===== config.mk =====
export PLATFORM = sky130hd
export DESIGN_NAME = game_ctrl
export DESIGN_NICKNAME = d
export VERILOG_FILES = /design/src/rtl/game_pkg.sv /design/src/rtl/game_ctrl_frame_timer.sv /design/src/rtl/game_ctrl.sv
export SDC_FILE = /design/constraint.sdc
export NUM_CORES = 1
export LEC_CHECK = 0
export CORE_MARGIN = 4
export CORE_UTILIZATION = 48
export DETAILED_ROUTE_END_ITERATION = 16
export HOLD_SLACK_MARGIN = 0.06
export PLACE_DENSITY = 0.83
export SLEW_MARGIN = 20
export SYNTH_ARGS = -nofsm -noshare
export SYNTH_HDL_FRONTEND = slang
export SYNTH_SLANG_ARGS = --single-unit

===== constraint.sdc =====
create_clock -name clk -period 2.5 [get_ports clk]
set_input_delay 0.375 -clock clk [delete_from_list [all_inputs] [get_ports clk]]
set_output_delay 0.375 -clock clk [all_outputs]
set_load 0.01 [all_outputs]

===== src/rtl/game_pkg.sv =====
// game_pkg: shared types and constants for the plane-shooter game sequencer.
//   state_e     : 2-bit FSM encoding (IDLE=0, PLAY=1, BOSS=2, OVER=3)
//   LIVES_W     : width of the lives counter
//   FRAME_CNT_W : width of the frame down-counter
package game_pkg;

   localparam int LIVES_W     = 3;
   localparam int FRAME_CNT_W = 8;

   typedef enum logic [1:0] {
      ST_IDLE = 2'd0,
      ST_PLAY = 2'd1,
      ST_BOSS = 2'd2,
      ST_OVER = 2'd3
   } state_e;

endpackage


===== src/rtl/game_ctrl_frame_timer.sv =====
// frame_timer: vsync falling-edge detector plus a loadable frame down-counter.
// Ports:
//   clk_i, rst_i   : pixel clock, synchronous active-high reset
//   vsync_i        : VGA vsync (active-low pulse)
//   load_i         : load the counter with load_val_i (wins over counting)
//   load_val_i     : value to load, in frames
//   freeze_i       : hold the counter on frame ticks
//   frame_tick_o   : one-cycle pulse on the falling edge of registered vsync
//   zero_o         : counter value after this cycle's update is zero
module frame_timer
   import game_pkg::*;
(
   input  logic                   clk_i,
   input  logic                   rst_i,
   input  logic                   vsync_i,
   input  logic                   load_i,
   input  logic [FRAME_CNT_W-1:0] load_val_i,
   input  logic                   freeze_i,
   output logic                   frame_tick_o,
   output logic                   zero_o
);

   logic                   vs_q, vs_qq;
   logic [FRAME_CNT_W-1:0] cnt_q, cnt_d;

   assign frame_tick_o = vs_qq & ~vs_q;

   always_comb begin
      cnt_d = cnt_q;
      if (load_i)
         cnt_d = load_val_i;
      else if (frame_tick_o && !freeze_i && cnt_q != '0)
         cnt_d = cnt_q - 1'b1;
   end

   // Looking at the next value lets the owner act on the very tick that
   // brings the count to zero, not one cycle later.
   assign zero_o = (cnt_d == '0);

   always_ff @(posedge clk_i) begin
      if (rst_i) begin
         vs_q  <= 1'b1;   // vsync idles high
         vs_qq <= 1'b1;
         cnt_q <= '0;
      end else begin
         vs_q  <= vsync_i;
         vs_qq <= vs_q;
         cnt_q <= cnt_d;
      end
   end

endmodule


===== src/rtl/game_ctrl.sv =====
// game_ctrl: game sequencer for the VGA plane shooter (start screen, play,
// boss phase, game over). Tracks lives and score, times invulnerability and
// the game-over hold in video frames, and pulses round_rst for one cycle at
// round start.
// Ports:
//   clk, rst                     : pixel clock, synchronous active-high reset
//   enter                        : enter key level (rising edge acts)
//   boom, enemy_kill, boss_kill  : event pulses from the sprite judges
//   vsync                        : VGA vsync, active low
//   play_en/boss_en/game_over    : decoded from state
//   move_en                      : sprite movement enable
//   invuln, round_rst, win       : registered status
//   lives, score, state          : counters and current FSM state
// Optional feature macro: GAME_PAUSE_EN (enter toggles pause in PLAY/BOSS).
module game_ctrl
   import game_pkg::*;
#(
   parameter int LIVES_INIT    = 3,
   parameter int SCORE_W       = 16,
   parameter int BOSS_SCORE    = 50,
   parameter int BOSS_PTS      = 10,
   parameter int INVULN_FRAMES = 120,
   parameter int OVER_FRAMES   = 180
) (
   input  logic               clk,
   input  logic               rst,
   input  logic               enter,
   input  logic               boom,
   input  logic               enemy_kill,
   input  logic               boss_kill,
   input  logic               vsync,
   output logic               play_en,
   output logic               boss_en,
   output logic               move_en,
   output logic               invuln,
   output logic               round_rst,
   output logic               game_over,
   output logic               win,
   output logic [LIVES_W-1:0] lives,
   output logic [SCORE_W-1:0] score,
   output logic [1:0]         state
);

   localparam int SW1 = SCORE_W + 1;
   localparam logic [SCORE_W-1:0] BOSS_SCORE_V = SCORE_W'(BOSS_SCORE);
   localparam logic [LIVES_W-1:0] LIVES_INIT_V = LIVES_W'(LIVES_INIT);

   state_e               state_q;
   logic [LIVES_W-1:0]   lives_q;
   logic [SCORE_W-1:0]   score_q, score_d;
   logic [SW1-1:0]       score_sum;
   logic                 invuln_q, round_rst_q, win_q, enter_q;
   logic                 paused;
   logic                 enter_rise, in_game, act, hit, fatal, boss_win, to_over;
   logic                 tm_load, tm_zero, frame_tick, expire;
   logic [FRAME_CNT_W-1:0] tm_val;

`ifdef GAME_PAUSE_EN
   logic paused_q;
   assign paused = paused_q;
`else
   assign paused = 1'b0;
`endif

   assign enter_rise = enter & ~enter_q;
   assign in_game    = (state_q == ST_PLAY) || (state_q == ST_BOSS);
   assign act        = in_game & ~paused;
   assign hit        = act & boom & ~invuln_q;
   assign fatal      = hit & (lives_q == LIVES_W'(1));
   // a fatal boom in the same cycle as a boss kill is scored as a loss
   assign boss_win   = act & (state_q == ST_BOSS) & boss_kill & ~fatal;
   assign to_over    = fatal | boss_win;
   assign tm_load    = hit | boss_win;
   assign tm_val     = to_over ? FRAME_CNT_W'(OVER_FRAMES) : FRAME_CNT_W'(INVULN_FRAMES);
   assign expire     = frame_tick & tm_zero & ~paused;

   // both kill sources may land in the same cycle; saturate at all-ones
   always_comb begin
      score_sum = {1'b0, score_q} + SW1'(enemy_kill)
                + ((state_q == ST_BOSS && boss_kill) ? SW1'(BOSS_PTS) : '0);
      score_d   = score_sum[SCORE_W] ? '1 : score_sum[SCORE_W-1:0];
   end

   frame_timer u_timer (
      .clk_i        (clk),
      .rst_i        (rst),
      .vsync_i      (vsync),
      .load_i       (tm_load),
      .load_val_i   (tm_val),
      .freeze_i     (paused),
      .frame_tick_o (frame_tick),
      .zero_o       (tm_zero)
   );

   always_ff @(posedge clk) begin
      if (rst) begin
         state_q     <= ST_IDLE;
         lives_q     <= LIVES_INIT_V;
         score_q     <= '0;
         invuln_q    <= 1'b0;
         round_rst_q <= 1'b0;
         win_q       <= 1'b0;
         enter_q     <= 1'b0;
`ifdef GAME_PAUSE_EN
         paused_q    <= 1'b0;
`endif
      end else begin
         enter_q     <= enter;
         round_rst_q <= 1'b0;
         unique case (state_q)
            ST_IDLE: begin
               if (enter_rise) begin
                  state_q     <= ST_PLAY;
                  lives_q     <= LIVES_INIT_V;
                  score_q     <= '0;
                  win_q       <= 1'b0;
                  invuln_q    <= 1'b0;
                  round_rst_q <= 1'b1;
               end
            end
            ST_PLAY, ST_BOSS: begin
               if (act) begin
                  score_q <= score_d;
                  if (invuln_q && expire)
                     invuln_q <= 1'b0;
                  if (hit) begin
                     lives_q  <= lives_q - 1'b1;
                     invuln_q <= ~fatal;
                  end
                  if (fatal) begin
                     state_q <= ST_OVER;
                     win_q   <= 1'b0;
                  end else if (boss_win) begin
                     state_q  <= ST_OVER;
                     win_q    <= 1'b1;
                     invuln_q <= 1'b0;
                  end else if (state_q == ST_PLAY && score_q >= BOSS_SCORE_V) begin
                     state_q <= ST_BOSS;
                  end
               end
`ifdef GAME_PAUSE_EN
               if (to_over)
                  paused_q <= 1'b0;
               else if (enter_rise)
                  paused_q <= ~paused_q;
`endif
            end
            ST_OVER: begin
               if (expire || enter_rise)
                  state_q <= ST_IDLE;
            end
            default: state_q <= ST_IDLE;
         endcase
      end
   end

   assign play_en   = (state_q != ST_IDLE);
   assign boss_en   = (state_q == ST_BOSS);
   assign game_over = (state_q == ST_OVER);
   assign move_en   = ~paused;
   assign invuln    = invuln_q;
   assign round_rst = round_rst_q;
   assign win       = win_q;
   assign lives     = lives_q;
   assign score     = score_q;
   assign state     = state_q;

endmodule


# After elaboration in Yosys (flattened, before gate mapping)
# Cells that the tools add are included.
# totals
wordCells	89
out_inout_bits	28
regBits	35
inputBits	7
# op_classes
mux	31
addsub	4
n_reduce_logical	17
bitwise_logic	16
eq_ne	10
magnitude_cmp	1
# ops
op	count
$mux W16	3
$pmux W16 S2	1
$mux W8	3
$add A16 B1 Y17	1
$add A17 B4 Y17	1
$ge A16 B6 Y1 const B	1
$mux W2	6
$reduce_and A4 Y1	3
$mux W1	10
$and A1 B1 Y1	9
$mux W3	3
$logic_not A8 Y1	1
$reduce_bool A8 Y1	1
$sub A8 B1 Y8 const B	1
$ne A2 B2 Y1 const B	3
$pmux W2 S3	1
$pmux W3 S2	1
$not A1 Y1	5
$eq A2 B2 Y1 const B	2
$logic_and A1 B1 Y1	4
$mux W4	1
$ne A4 B4 Y1 const B	1
$pmux W1 S2	2
$reduce_bool A2 Y1	2
10 further kinds	13

# Depth between registers and ports, before layout
# Gate-level depths: netlist of run 1.
# depth
word_depth	19
depth_mapped	12
mapped_depth_nobuf	11

# Cells and area by module
# A second synthesis of run 1 with hierarchy kept.
# unflattened
hier_cells	282
area_unflattened_um2	2280.9
# by_module_without_submodules
mod	area_per_inst_um2	seq_area_each_um2	instances	cells_each
game_ctrl	1649.1	500.5	1	206
frame_timer	631.9	200.2	1	76

# Worst setup path after synthesis of run 1
# OpenSTA, ideal clock, no wires.
# synth_timing
path_kind	register -> register
start	reg state_q[0] (netlist: state[0])
end	reg score_q[1] (netlist: score[1])
required_ps	2409
path_buffers	1
setup_time_ps	91
stages_incl_launch_ff	11
arrival_time_ps	2629
slack_ps	-219
cell_sequence	dfxtp_1 -> inv_1 -> ha_1 -> nand2_1 -> inv_1 -> ha_1 -> nand3b_1 -> a211o_1 -> or3_1 -> clkbuf_1 -> a311oi_1
# synth_between
elab_chain_cells	7
# synth_lines
item	line_no	text
from (decl)	game_ctrl.sv:48	state_e state_q;
from (signal assigned)	game_ctrl.sv:97	state_q <= ST_IDLE;
from (signal assigned)	game_ctrl.sv:113	state_q <= ST_PLAY;
from (signal assigned)	game_ctrl.sv:131	state_q <= ST_OVER;
$eq A2 B2 Y1 *	-	
net boss_en	game_ctrl.sv:33	output logic boss_en,
$logic_and A1 B1 Y1	game_ctrl.sv:80	+ ((state_q == ST_BOSS && boss_kill) ? SW1'(BOSS_PTS) : '0);
$mux W4	game_ctrl.sv:80	
$add A17 B4 Y17	game_ctrl.sv:80	
$mux W16	game_ctrl.sv:81	score_d = score_sum[SCORE_W] ? '1 : score_sum[SCORE_W-1:0];
$mux W16	game_ctrl.sv:122	if (act) begin
$pmux W16 S2	game_ctrl.sv:110	unique case (state_q)
to (signal assigned)	game_ctrl.sv:123	score_q <= score_d;
to (decl)	game_ctrl.sv:50	logic [SCORE_W-1:0] score_q, score_d;
# The timed path passes the listed nets; every way through them passes the cells marked *. The select of a mux whose other input is x is not followed.
# A chain may end at the register's enable or synchronous reset.

# Final worst setup path of run 1
# layout_timing
start	reg state_q[0] (netlist: state[0])
end	reg score_q[1] (netlist: score[1])
# layout_between
elab_chain_cells	7
# layout_lines
item	line_no
$eq A2 B2 Y1	game_ctrl.sv:66, game_ctrl.sv:80, game_ctrl.sv:110
$logic_and A1 B1 Y1	game_ctrl.sv:80
$mux W4	game_ctrl.sv:80
$add A17 B4 Y17	game_ctrl.sv:80
$mux W16	game_ctrl.sv:81
$mux W16	game_ctrl.sv:122
$pmux W16 S2	game_ctrl.sv:110
# Parallel ways exist; a longest one is shown, timed or not. The select of a mux whose other input is x is not followed.

==> summary.md, run 1 <==
| Metric | Value |
|---|---|
| Outcome | `complete, no violations` |
| Full die area | `0.00555 sq mm` |
| Port buffer count | `33` |
| Hold Vio Cnt, Final | `0` |
| CTS Sinks | `35` |
| Initial antenna violation count | `0` |
| Peak supply drop | `710 uV` |
| Initial Utilization | `51.2%` |
| Area grow syn2layout | `33.8%` |
| Die height | `74.5 microns` |
| Via density | `6.01` |
| Post-synth EDFFs | `0` |
| Synth Area per Inst | `7.89 sq um` |
| Overflow after GRT | `0` |
| Hold Startpoint | `invuln` |
| # setup viols final | `0` |
| Final Max Tran Viols | `0` |
| Critical path's slowest cell | `or3_4` |
| CTS Root Cell | `clkbuf_8` |
| Synthesized area | `0.00212 sq mm` |
| Synthesized instance count | `269` |
| Most frequent cells in the layout | `dfxtp_1 (33), clkdlybuf4s50_1 (32), nand2_1 (25)` |
| Worst-case clock skew | `0.00730 ns` |
| Multi-input logic area | `0.00141 sq mm` |
| Clock transition at path regs | `0.07 ns` |
| Worst setup EP type | `flip-flop` |
| Netlist cell types | `56` |
| R2r startpoint | `state[0]` |
| ANT nets after route | `0` |
| Clock Path Buffers | `2` |
| Number of global-route vias before repair | `2,097` |
| Post-synthesis sequential area ratio | `33.0%` |
| Core Util, Final | `68.6%` |
| DR iter-0 viols | `189` |
| CTS tree | `yes` |
| Critical path cell sequence | `inv_1, ha_4, nand2_4, buf_4, inv_1, ha_1, nand3b_1, a211o_1, or3_4, a311oi_1` |
| First-pass GRT wire length | `9.60 mm` |
| HP Class | `reg -> reg` |
| Total Wirelength | `5.76 mm` |
| Ys async rst share | `0%` |
| Share of layout cells above drive strength 1 | `17.6%` |
| Die W | `74.5 microns` |
| Dpl hpwl | `4.16 mm` |
| Fin crit period | `2.41 ns` |
| GRT Util Overall | `21.9%` |
| # IOs | `35` |
| Post-CTS Hold Buffers | `0` |
| FP Rows | `23` |
| Total CTS buffers | `5` |
| Pwr per Cell Area | `930 mW/mm^2` |
| Setup CP Type | `reg -> reg` |
| Most common cell after layout, fill and taps aside | `dfxtp_1` |
| H-tree depth | `2` |
| Ys Warns | `0` |
| Total core area | `0.00414 sq mm` |
| Critical path startpoint | `state[0]` |
| Later-pin clock latency in the skew report | `0.28 ns` |
| DRC Markers | `0` |
| Final nets | `342` |
| Max_slew headroom | `58.6%` |
| Final hold slack | `0.514 ns` |
| Setup TNS | `0 ns` |
| LEAKAGE | `1.13 nW` |
| Wire per inst | `15.4 microns` |
| Max incr delay on CP | `0.38 ns` |
| Sequential cell area | `703 sq um` |
| GP Congestion | `0.885` |
| Diode count | `0` |
| Register bit total from synthesis | `35` |
| Period Utilization, post-route | `96.5%` |
| Pre-antenna DRT Iters | `5` |
| RSZ-0062 raised after global routing | `true` |
| Crit start category | `flip-flop` |
| CP arrival | `2.59 ns` |
| Most used cell, CP | `inv_1` |
| Pin count of the biggest net entering global routing | `20` |
| Syn Nets | `288` |
| Number of max-cap violations | `0` |
| Ys flop type | `dfxtp_1` |
| Worst Path Required | `2.68 ns` |
| Vias | `2,242` |
| Worst-Margin Slew | `0.617 ns` |
| Critical path peak fanout | `5` |
| Fillers | `348` |
| Max Freq | `415 MHz` |
## critical path, delay by kind of cell (launching register included)
kind,cells,cell delay [ns]
AOI/OAI and AO/OA,2,0.66
and+or+nand+nor,3,0.58
adders and majority gates,2,0.46
DFF,1,0.33
buffers and inverters,3,0.26
## repair_timing
item / in CTS / in global routing
gates resized for setup: 3 / 18
cloned: 0 / 1
endpoints found under the setup margin: 14 / 18
endpoints found under the hold margin: 0 / 0
pin swaps: 1 / 8
buffers inserted: 0 / 1
## sequential cells by signal, summed over array words and instances (netlist names)
signal         flops
invuln             1
u_timer.cnt_q      8
score             16
state              2
enter_q            1
lives              3
u_timer.vs_qq      1
u_timer.vs_q       1
round_rst          1
win                1
## stage by stage
step	setup WS [ns]	total power [mW]	instances	instance area, sq um
floorplan	0.0241	1.64	269	2140
global placement	-0.316	2.09	364	2670
detailed placement	-0.389	2.15	364	2670
CTS	0.0146	2.59	371	2770
global route	-0.00491	2.83	373	2840
finish	0.0880	2.64	373	2840
## report_power, final
part / internal, mW / switching (mW) / total (mW)
sequential: 0.657 / 0.101 / 0.758
clock: 0.216 / 0.203 / 0.419
combinational: 0.680 / 0.785 / 1.47
## worst paths after layout
kind | to | cells after the start | slack (ns)
max | score[1] | 10 | 0.09
min | invuln | 2 | 0.51
max reg2reg | score[1] | 10 | 0.09
min reg2reg | invuln | 2 | 0.51
## routing by layer
| layer | GRT usage (%) | wire [microns] | vias to the layer above |
|---|---|---|---|
| li1 | - | - | 1085 |
| met1 | 30.0 | 2610 | 1053 |
| met2 | 33.6 | 2640 | 87 |
| met3 | 5.41 | 376 | 17 |
| met4 | 7.31 | 129 | 0 |
| met5 | 0 | 0 | - |
## synth_stat cells, drive strengths merged, types with 8 or more instances
cell | instances | area, sq um
clkbuf | 10 | 37.5
inv | 14 | 52.6
nor2 | 21 | 78.8
o21ai | 24 | 120
a21oi | 18 | 93.8
ha | 11 | 138
nand2 | 26 | 97.6
nor3 | 11 | 55.1
nand3 | 8 | 40.0
dfxtp | 35 | 701
## final cells by class
type / count / share of cell area, %
clock buffers: 6 / 2.91
inverters: 14 / 1.85
multi-input cells: 209 / 49.5
clock inverters: 1 / 0.176
flip-flops and latches: 35 / 24.7
repair buffers: 58 / 18.6
well taps: 50 / 2.20
## cells by family after synthesis
family	share of synthesized area (%)
and+or+nand+nor	26.0
AOI/OAI and AO/OA	24.5
DFF	33.0
buffers and inverters	4.77
adders and majority gates	7.42
muxes	2.89
xor gates and xnor gates	1.24
other	0.177
No activity file was read; power rests on OpenSTA's default activity.
==> run 2: changes to the inputs <==
ABC_CLOCK_PERIOD_IN_PS = 2500   (was unset)
CORE_MARGIN = 3   (was 4)
==> summary.md, run 2 (synthesis gave the netlist of run 1 again) <==
| Metric | Value |
|---|---|
| Outcome | `complete, no violations` |
| First-pass GRT wire length | `9.38 mm (-2.4%)` |
| Critical path cell sequence | `clkdlybuf4s50_1, ha_2, inv_1, fa_2, nand3b_1, a211o_1, or3_4, o21ai_1, nand2_1, a21oi_1` |
| Final Max Tran Viols | `0 (unchanged)` |
| Setup CP Type | `in -> reg` |
| Number of global-route vias before repair | `2,092 (-0.24%)` |
| Die W | `72.5 microns (-2.7%)` |
| Port buffer count | `33 (unchanged)` |
| CTS Sinks | `35 (unchanged)` |
| R2r startpoint | `u_timer.cnt_q[1]` |
| Vias | `2,229 (-0.58%)` |
| Initial antenna violation count | `0 (unchanged)` |
| CTS Root Cell | `clkbuf_8` |
| Number of max-cap violations | `0 (unchanged)` |
| Worst-case clock skew | `0.00824 ns (+0.000941 ns)` |
| DRC Markers | `0 (unchanged)` |
| Total Wirelength | `5.58 mm (-3.1%)` |
| HP Class | `reg -> reg` |
| Area grow syn2layout | `31.3%` |
| # setup viols final | `0 (unchanged)` |
| CP bufs+invs | `2 (-1)` |
| Area of placed instances | `0.00263 sq mm (-1.4%)` |
| Worst Path Required | `2.71 ns (+0.03 ns)` |
| WHS Path Cells | `2 (unchanged)` |
| Final Power | `2.64 mW (about the same)` |
| Via density | `6.06 (+0.77%)` |
| Clock Path Buffers | `2 (unchanged)` |
| Max_slew headroom | `58.7% (+0.11 points)` |
| Die height | `72.5 microns (-2.7%)` |
| Reg2Reg Setup Slack | `0.10 ns (about the same)` |
| Total core area | `0.00414 sq mm (unchanged)` |
| Hold Vio Cnt, Final | `0 (unchanged)` |
| GP Congestion | `0.894 (+1.0%)` |
| Critical path peak fanout | `11 (+6)` |
| Delay-heaviest family, CP | `simple AND/OR/NAND/NOR gates` |
| CP arrival | `2.62 ns (+0.03 ns)` |
| Clock transition at path regs | `0.07 ns (about the same)` |
| Full die area | `0.00526 sq mm (-5.3%)` |
| H-tree depth | `2 (unchanged)` |
| Pwr per Cell Area | `947 mW/mm^2 (+1.9%)` |
| Most frequent cells in the layout | `dfxtp_1 (33), clkdlybuf4s50_1 (33), nand2_1 (25)` |
| Worst setup EP type | `flip-flop` |
| Fin crit period | `2.41 ns (+0.00257 ns)` |
| LEAKAGE | `1.08 nW (-4.0%)` |
| Max incr delay on CP | `0.47 ns (+0.09 ns)` |
| Hold Crit Endpoint | `invuln` |
| Period Utilization, post-route | `96.6% (+0.10 points)` |
| Overflow after GRT | `0 (unchanged)` |
| ANT nets after route | `0 (unchanged)` |
| # IOs | `35 (unchanged)` |
| Initial Utilization | `51.2% (unchanged)` |
| Core Util, Final | `67.3% (-1.3 points)` |
| Post-CTS Hold Buffers | `0 (unchanged)` |
| Worst R2R End | `state[1]` |
| DR iter-0 viols | `211 (+12%)` |
| Max Freq | `414 MHz (-0.11%)` |
| Dpl hpwl | `3.97 mm (-4.7%)` |
| Later-pin clock latency in the skew report | `0.29 ns (about the same)` |
| CTS tree | `yes` |
| RSZ-0062 raised after global routing | `true` |
| Largest register FFs | `16 (unchanged)` |
| Setup TNS | `0 ns (unchanged)` |
| Share of layout cells above drive strength 1 | `16.0% (-1.6 points)` |
| Wire per inst | `15.2 microns (-1.7%)` |
| Peak supply drop | `572 uV (-19%)` |
| Total CTS buffers | `5 (unchanged)` |
| Critical path's slowest cell | `clkdlybuf4s50_1` |
| Pre-antenna DRT Iters | `5 (unchanged)` |
| FP Rows | `23 (unchanged)` |
| Worst-Margin Slew | `0.612 ns (-0.00524 ns)` |
| Design Area, Final | `0.00279 sq mm (-1.9%)` |
| GRT Util Overall | `22.2% (+0.35 points)` |
| Crit start category | `primary input` |
| Hold Startpoint | `invuln` |
| Fillers | `345 (-0.86%)` |
| Final nets | `336 (-1.8%)` |
| Pin count of the biggest net entering global routing | `20 (unchanged)` |
| Diode count | `0 (unchanged)` |
| Worst-case reg-to-reg path depth | `8 (-2)` |
==> run 2: cell type report <==
type	instances	area, sq um	share of cell area, %
multi-input cells	208	1390	49.8
flip-flops and latches	35	703	25.2
repair buffers	53	480	17.2
clock buffers	8	100	3.59
well taps	50	62.6	2.24
inverters	14	52.6	1.89
==> run 2: per-layer routing <==
metal  track usage, %  up-vias  wire [microns]
met5                0        -               0
met4             8.40        0             123
met3             4.43       15             466
met2             35.1      102            2530
met1             29.9     1041            2460
li1                 -     1071               -
==> run 2: worst reg2reg max path, delay by kind of cell, from the launching register on <==
kind	cells	cell delay [ns]
AO/OA/AOI/OAI	3	1.05
adder cells (fa/ha/maj)	1	0.20
buffers and inverters	1	0.12
flip-flops	1	0.32
multiplexers	1	0.21
AND/OR/NAND/NOR	2	0.38
==> run 2: where the power goes <==
| group | leakage, nW | switching (mW) | internal, mW | total, mW |
|---|---|---|---|---|
| logic | 0.747 | 0.769 | 0.658 | 1.43 |
| registers | 0.286 | 0.101 | 0.657 | 0.758 |
| clock network | 0.0515 | 0.204 | 0.251 | 0.455 |
==> run 2: worst max path at each step <==
stage	startpoint	end	slack, ns	cells past startpoint
detailed placement	enemy_kill	score[8]	-0.43	10
CTS	enemy_kill	score[14]	0.009	11
global route	state[0]	score[13]	-0.05	13
floorplan	state[0]	score[1]	0.02	9
finish	enemy_kill	score[8]	0.09	10
global placement	enemy_kill	score[11]	-0.32	10
==> run 2: what timing repair did <==
item | 4_1_cts | 5_1_grt
resized for setup | 2 | 13
pin swaps | 1 | 1
endpoints found under the setup margin | 13 | 15
setup buffers | 1 | 0
==> run 2: per-stage QoR <==
step           hold WS (ns)  instances  setup slack, ns
2_1_floorplan         0.454        269           0.0241
3_3_place_gp          0.482        359           -0.317
3_5_place_dp          0.488        359           -0.428
4_1_cts               0.506        368          0.00926
5_1_grt               0.531        368          -0.0471
6_report              0.502        368           0.0854
